[config.mk]
export PLATFORM = sky130hd
export DESIGN_NAME = output_accum_writeback
export DESIGN_NICKNAME = d
export VERILOG_FILES = /design/src/rtl/output_accum_writeback.sv
export SDC_FILE = /design/constraint.sdc
export NUM_CORES = 2
export LEC_CHECK = 0
export CAP_MARGIN = 20
export CORE_AREA = 5 5 620 622
export CTS_CLUSTER_DIAMETER = 100
export CTS_CLUSTER_SIZE = 8
export DETAILED_ROUTE_END_ITERATION = 10
export DIE_AREA = 0 0 625 627
export PLACE_DENSITY = 0.37
export SETUP_SLACK_MARGIN = 0.3
export SLEW_MARGIN = 10
export SYNTH_ARGS = -nofsm -noshare
export SYNTH_HDL_FRONTEND = slang
export SYNTH_SLANG_ARGS = --single-unit
[constraint.sdc]
create_clock -name clk -period 5.8 [get_ports clk]
set_input_delay 1.16 -clock clk [delete_from_list [all_inputs] [get_ports clk]]
set_output_delay 1.16 -clock clk [all_outputs]
set_load 0.01 [all_outputs]
[src/rtl/output_accum_writeback.sv]
// Read-modify-write accumulator in front of the output SRAM: sums partial Winograd
// tiles across channel passes, applies ReLU on the last pass, writes one word per tile.
module output_accum_writeback #(
  parameter int LANES  = 32,
  parameter int LANE_W = 16,
  parameter int DATA_W = 512,
  parameter int ADDR_W = 8,
  parameter int DEPTH  = 128
) (
  input  logic              clk,
  input  logic              reset,
  input  logic              tile_valid,
  output logic              tile_ready,
  input  logic [ADDR_W-1:0] tile_addr,
  input  logic [DATA_W-1:0] tile_data,
  input  logic              tile_first,
  input  logic              tile_last,
  output logic              mem_rd_en,
  output logic [ADDR_W-1:0] mem_rd_addr,
  input  logic [DATA_W-1:0] mem_rd_data,
  output logic              mem_wr_en,
  output logic [ADDR_W-1:0] mem_wr_addr,
  output logic [DATA_W-1:0] mem_wr_data,
  output logic [15:0]       tiles_written,
  output logic              addr_err
);

  typedef enum logic [1:0] {IDLE, READ, WAIT, WRITE} state_t;

  localparam logic [ADDR_W:0] DEPTH_LIM = (ADDR_W+1)'(DEPTH);

  function automatic logic [DATA_W-1:0] sat_add(input logic [DATA_W-1:0] a,
                                                input logic [DATA_W-1:0] b);
    logic [LANE_W:0]   s;
    logic [DATA_W-1:0] r;
    r = '0;
    for (int unsigned i = 0; i < LANES; i++) begin
      // one extra sign bit per lane; disagreement between the top two bits means overflow
      s = {a[i*LANE_W+LANE_W-1], a[i*LANE_W +: LANE_W]} +
          {b[i*LANE_W+LANE_W-1], b[i*LANE_W +: LANE_W]};
      if (s[LANE_W] != s[LANE_W-1])
        r[i*LANE_W +: LANE_W] = {s[LANE_W], {(LANE_W-1){~s[LANE_W]}}};
      else
        r[i*LANE_W +: LANE_W] = s[LANE_W-1:0];
    end
    return r;
  endfunction

  function automatic logic [DATA_W-1:0] relu(input logic [DATA_W-1:0] a);
    logic [DATA_W-1:0] r;
    r = a;
    for (int unsigned i = 0; i < LANES; i++) begin
      if (a[i*LANE_W+LANE_W-1]) r[i*LANE_W +: LANE_W] = '0;
    end
    return r;
  endfunction

  state_t              state, state_n;
  logic [ADDR_W-1:0]   cap_addr, addr_n;
  logic [DATA_W-1:0]   cap_data, data_n;
  logic                cap_last, last_n;
  logic                ready_n, rd_en_n, wr_en_n, err_n;
  logic [ADDR_W-1:0]   rd_addr_n, wr_addr_n;
  logic [DATA_W-1:0]   wr_data_n, acc;
  logic [15:0]         count_n;

  assign acc = sat_add(mem_rd_data, cap_data);

  always_ff @(posedge clk or negedge reset) begin
    if (!reset) begin
      state         <= IDLE;
      cap_addr      <= '0;
      cap_data      <= '0;
      cap_last      <= 1'b0;
      tile_ready    <= 1'b0;
      mem_rd_en     <= 1'b0;
      mem_rd_addr   <= '0;
      mem_wr_en     <= 1'b0;
      mem_wr_addr   <= '0;
      mem_wr_data   <= '0;
      tiles_written <= '0;
      addr_err      <= 1'b0;
    end else begin
      state         <= state_n;
      cap_addr      <= addr_n;
      cap_data      <= data_n;
      cap_last      <= last_n;
      tile_ready    <= ready_n;
      mem_rd_en     <= rd_en_n;
      mem_rd_addr   <= rd_addr_n;
      mem_wr_en     <= wr_en_n;
      mem_wr_addr   <= wr_addr_n;
      mem_wr_data   <= wr_data_n;
      tiles_written <= count_n;
      addr_err      <= err_n;
    end
  end

  // Outputs are registered, so this block computes their values for the next state.
  always_comb begin
    state_n   = state;
    addr_n    = cap_addr;
    data_n    = cap_data;
    last_n    = cap_last;
    rd_en_n   = 1'b0;
    rd_addr_n = mem_rd_addr;
    wr_en_n   = 1'b0;
    wr_addr_n = mem_wr_addr;
    wr_data_n = mem_wr_data;
    count_n   = tiles_written;
    err_n     = addr_err;
    case (state)
      IDLE: begin
        if (tile_valid && tile_ready) begin
          if ({1'b0, tile_addr} >= DEPTH_LIM) begin
            err_n = 1'b1;
          end else begin
            addr_n = tile_addr;
            data_n = tile_data;
            last_n = tile_last;
            if (tile_first) begin
              wr_en_n   = 1'b1;
              wr_addr_n = tile_addr;
              wr_data_n = tile_last ? relu(tile_data) : tile_data;
              state_n   = WRITE;
            end else begin
              rd_en_n   = 1'b1;
              rd_addr_n = tile_addr;
              state_n   = READ;
            end
          end
        end
      end
      READ: state_n = WAIT;
      WAIT: begin
        wr_en_n   = 1'b1;
        wr_addr_n = cap_addr;
        wr_data_n = cap_last ? relu(acc) : acc;
        state_n   = WRITE;
      end
      WRITE: begin
        count_n = tiles_written + 16'd1;
        state_n = IDLE;
      end
      default: state_n = IDLE;
    endcase
    ready_n = (state_n == IDLE);
  end

endmodule

======== After elaboration in Yosys (flattened, before gate mapping) ========
Cells that the tools add are included.
word-level totals
  output and inout port bits .............. 548
  input port bits ......................... 1037
  register bits ........................... 1071
  logic and storage cells ................. 244
operators by class
  muxes and demuxes ....................... 118
  order comparisons ....................... 1
  bitwise gates (word level) .............. 34
  equality and inequality tests ........... 38
  add/subtract/negate cells ............... 33
  reductions and logical operators ........ 8
operators by type and width
  operator                                                          number
  512-bit two-way mux                                               5
  512-bit one-hot mux with 2 select lines                           1
  15-bit two-way mux                                                64
  16-bit by 16-bit adder with 17-bit output                         32
  16-bit two-way mux                                                32
  1-bit NOT                                                         34
  1-bit inequality test                                             32
  8-bit two-way mux                                                 3
  16-bit by 1-bit adder with 16-bit output (second input constant)  1
  8-bit one-hot mux with 2 select lines                             1
  8-bit >= comparator (second input constant)                       1
  2-bit one-hot mux with 4 select lines                             1
  4-bit AND reduction                                               2
  1-bit two-way mux                                                 7
  2-bit two-way mux                                                 3
  2-bit inequality test (second input constant)                     3
  3-bit AND reduction                                               2
  2-bit == test (second input constant)                             2
  2-bit logical NOT                                                 2
  2-bit by 1-bit == test with 1-bit output (second input constant)  1
  1-bit one-hot mux with 2 select lines                             1
  2-bit nonzero test                                                1
  1-bit logical AND                                                 1

======== Depth between registers and ports, before layout ========
  word-level depth ........................ 6
  depth in mapped cells ................... 17
  depth with buffers taken out ............ 16

======== Least setup slack after synthesis ========
No wires, ideal clock.
  kind .................................... input to register
  start ................................... input port mem_rd_data[96]
  end ..................................... register mem_wr_data[97]
  data arrival time ....................... 4270 ps
  setup slack ............................. 1448 ps
  stages .................................. 17
  setup time .............................. 82 ps
  buffers on the path ..................... 2
  path through ............................ ha_1 > inv_1 > fa_1 > nand2b_1 > a21oi_1 > o32a_1 > a21oi_1 > o31ai_1 > and2_1 > o21ai_0 > ha_1 > buf_1 > nand4_1 > o21ai_0 > clkbuf_1 > o21ai_0 > a31oi_1
between the ends
  cells in the longest elaborated chain, start to end .. 6
  elaborated cells between the ends (all ways) .. 7
  those cells by class .................... 1 x add/sub; 1 x eq/ne; 4 x mux; 1 x bitwise
RTL lines
  what                                                       RTL line  source
  start: declaration                                         20        input logic [DATA_W-1:0] mem_rd_data,
  16-bit by 16-bit adder with 17-bit output (*)              39        s = {a[i*LANE_W+LANE_W-1], a[i*LANE_W +: LANE_W]} +
  1-bit inequality test / 1-bit NOT (equally long branches)  41, 42
  16-bit two-way mux (*)                                     41        if (s[LANE_W] != s[LANE_W-1])
  15-bit two-way mux                                         53        if (a[i*LANE_W+LANE_W-1]) r[i*LANE_W +: LANE_W] = '0;
  512-bit two-way mux (*)                                    138       wr_data_n = cap_last ? relu(acc) : acc;
  512-bit one-hot mux with 2 select lines (*)                112       case (state)
  end signal: assignment                                     93        mem_wr_data <= wr_data_n;
  end: declaration                                           23        output logic [DATA_W-1:0] mem_wr_data,
Mark *: on every way between the ends. The rest lies on a longest branch, timed or not.
A chain may end at the register's enable or synchronous reset.

======== Final worst setup path ========
  start ................................... input port mem_rd_data[338]
  end ..................................... register mem_wr_data[348]
Same word-level chain as after synthesis.

==> out/qor.txt <==
Area delta synth->final = 38.7%
Remaining DRCs = 0
Crit start category = input port
Asr flop ratio synth = 100%
Die Wd = 625 um
R2R setup slack = 1.55 ns
Chip Height = 627 um
Final worst path period share = 83.7%
CTS root buf = clkbuf_16
Aggregate global routing overflow = 0
Synth area leaders = dfrtp_1, ha_1, nand2_1, a21oi_1, o21ai_0
Post_cts resized = 0
Setup violations, final = 0
Nets = 11488
Dominant synthesized flop cell = dfrtp_1
Global-route wire length before repair = 578000 um
Final std cells w/o fill = 14987
# rows = 226
Pwr Density = 633 mW/mm2
Count leader, synth = nand2_1
RD Place Congestion = 0.905
Share of layout cells above drive strength 1 = 5.36%
Clock Pin Slew Worst Setup and Hold Paths = 0.06 ns
All-Layer GR Usage = 20.6%
Status = finished, final reports clean
Post CTS Setup Buffer Count = 0
Post-route setup slack = 0.948 ns
Mapped Avg Cell Area = 8.44 um2
Clock sink count = 1071
Synth Register Bits = 1071
Gate count after technology mapping = 8284
Vias in the first global route = 70157
Placed cells = 14694
Place WS = 0.155 ns
# IOs = 1585
Vias/cell = 4.66
Standby leakage power = 0.0432 uW
Num CTS Buffers = 161
Via count = 69892
Core ar. = 0.378 mm2
Hold Crit Class = input port to async pin
Total area of sequential cells = 0.0268 mm2
Dominant cell type by area after synthesis = dfrtp_1
Number of fillers in the final layout = 40997
CTS Hold Bufs = 0
Post-route core utilization = 25.7%
Final Hold Vio Count = 0
RSZ-0062 raised after global routing = false
Worst EP arrival = 5.57 ns
Max-slew violations = 0
Pre-Repair DR Iteration Count = 6
Synth unique cells = 97
Total Routed Length = 422000 um
Max H-tree Level = 4
Footprint of the multi-input gates = 0.0408 mm2
Clk_skew = 0.0383 ns
Post-synth top area share = 38.3%
Tmin final = 4.85 ns
Die area = 0.392 mm2
Port buffer count = 1584
CTS Buffer Depth = 4
R2r endpoint = mem_wr_data[12]$_DFFE_PN0P_
Critical Path RT = 6.52 ns
Worst slew margin = 29.7%
Worst R2R Start = cap_data[1]$_DFFE_PN0P_
Initial antenna violation count = 306
CTS tree = built
Yosys warnings = 0
Drt wl/cell = 28.2 um
Routed Antenna Nets = 0
Worst skew pair latency = 0.84 ns
Post-synth top cells = nand2_1, dfrtp_1, a21oi_1
Iter 0 DRT Violations = 5348
FF-to-FF path depth = 14
Initial Util = 18.5%
Synthesized area = 0.0699 mm2
Worst-margin pin slew = 1.05 ns
Sequential share of the synthesized area = 38.3%
Fmax = 0.206 GHz
Max-cap violation count = 0
Max Fanout on Critical Path = 12
Setup total negative slack = 0 ns
Pin count of the biggest net entering global routing = 134
Hpwl dp = 339000 um
Hold_ws = 0.293 ns
Net Count, Synth = 9931
Critical Path End Type = flip-flop
Worst Path Class, Setup = input port to flip-flop
Maximum vdd drop = 0.000246 V
Post-synth EDFFs = 0
[per-layer routing]
layer / vias to the layer above / routed length [um] / track usage, %
li1: 32409 / - / -
met1: 34269 / 169000 / 24.4
met2: 2298 / 206000 / 35.7
met3: 786 / 28600 / 5.44
met4: 130 / 17300 / 7.60
met5: - / 839 / 0
[area by class of cell]
type                            instances  area share [%]
Antenna cell                          105           0.271
Clock buffer                          174            4.31
Clock inverter                         14           0.173
Inverter                              219           0.848
Multi-Input combinational cell       6610            42.1
Sequential cell                      1071            27.6
Tap cell                             5016            6.47
Timing Repair Buffer                 1778            18.2
[cell families after synthesis]
| logic type | Yosys count | synth area share (%) |
|---|---|---|
| fa+ha+maj | 610 | 11.3 |
| simple gates | 3164 | 19.1 |
| compound gates | 2399 | 22.4 |
| flops | 1071 | 38.3 |
| buf+inv | 603 | 3.40 |
| xor+xnor | 415 | 5.20 |
| mux | 22 | 0.333 |
[placed cells by master (no fill, tap or decap), drive strengths merged, types with 105 or more instances in the layout]
cell type	synthesis	routed
a31oi	126	126
ha	578	578
buf	97	196
diode	0	105
a221oi	105	105
xor2	172	172
clkdlybuf4s50	0	1582
a21o	177	177
o21ai	643	643
inv	219	221
clkbuf	287	174
nand2	1869	1869
nand2b	112	112
nor2	633	633
a221o	127	127
and3	158	158
xnor2	243	243
a21oi	695	695
dfrtp	1071	1071
[flip-flops by register name (all words and copies together) (netlist names)]
name,cells
mem_wr_data,512
addr_err,1
tile_ready,1
mem_rd_en,1
cap_last,1
state,2
mem_wr_addr,8
mem_wr_en,1
cap_addr,8
tiles_written,16
cap_data,512
mem_rd_addr,8
[per-stage QoR]
| stage | power (uW) | instance area [um2] |
|---|---|---|
| floorplan | 35900 | 69900 |
| global placement | 52400 | 92300 |
| detailed placement | 52400 | 92400 |
| CTS | 62100 | 96700 |
| global route | 66200 | 96900 |
| finish | 61400 | 97000 |
[where the power goes]
part / switching [uW] / total, uW / internal (uW)
Clock: 3990 / 9090 / 5100
Sequential: 2590 / 13600 / 11100
Combinational: 23000 / 38600 / 15600
Total: 29600 / 61400 / 31700
[worst max-delay path by stage]
stage	start	endpoint	depth (start not counted)
floorplan	mem_rd_data[96]	mem_wr_data[97]$_DFFE_PN0P_	17
global placement	mem_rd_data[338]	mem_wr_data[348]$_DFFE_PN0P_	15
detailed placement	mem_rd_data[338]	mem_wr_data[348]$_DFFE_PN0P_	15
CTS	mem_rd_data[338]	mem_wr_data[348]$_DFFE_PN0P_	15
global route	mem_rd_data[2]	mem_wr_data[3]$_DFFE_PN0P_	15
finish	mem_rd_data[338]	mem_wr_data[348]$_DFFE_PN0P_	15
[worst max-delay path: stages]
cell and delay (ns):
clkdlybuf4s50_1 0.63, ha_1 0.46, o21a_1 0.24, a211oi_2 0.28, o21ai_1 0.16, a311o_1 0.35, a31o_1 0.24, a21o_1 0.20
a21oi_2 0.19, xnor2_1 0.09, ha_1 0.48, nand3_1 0.37, nor2_1 0.44, a221oi_1 0.09, o21ai_0 0.18
Note: power is estimated with default switching activity, not from simulation.
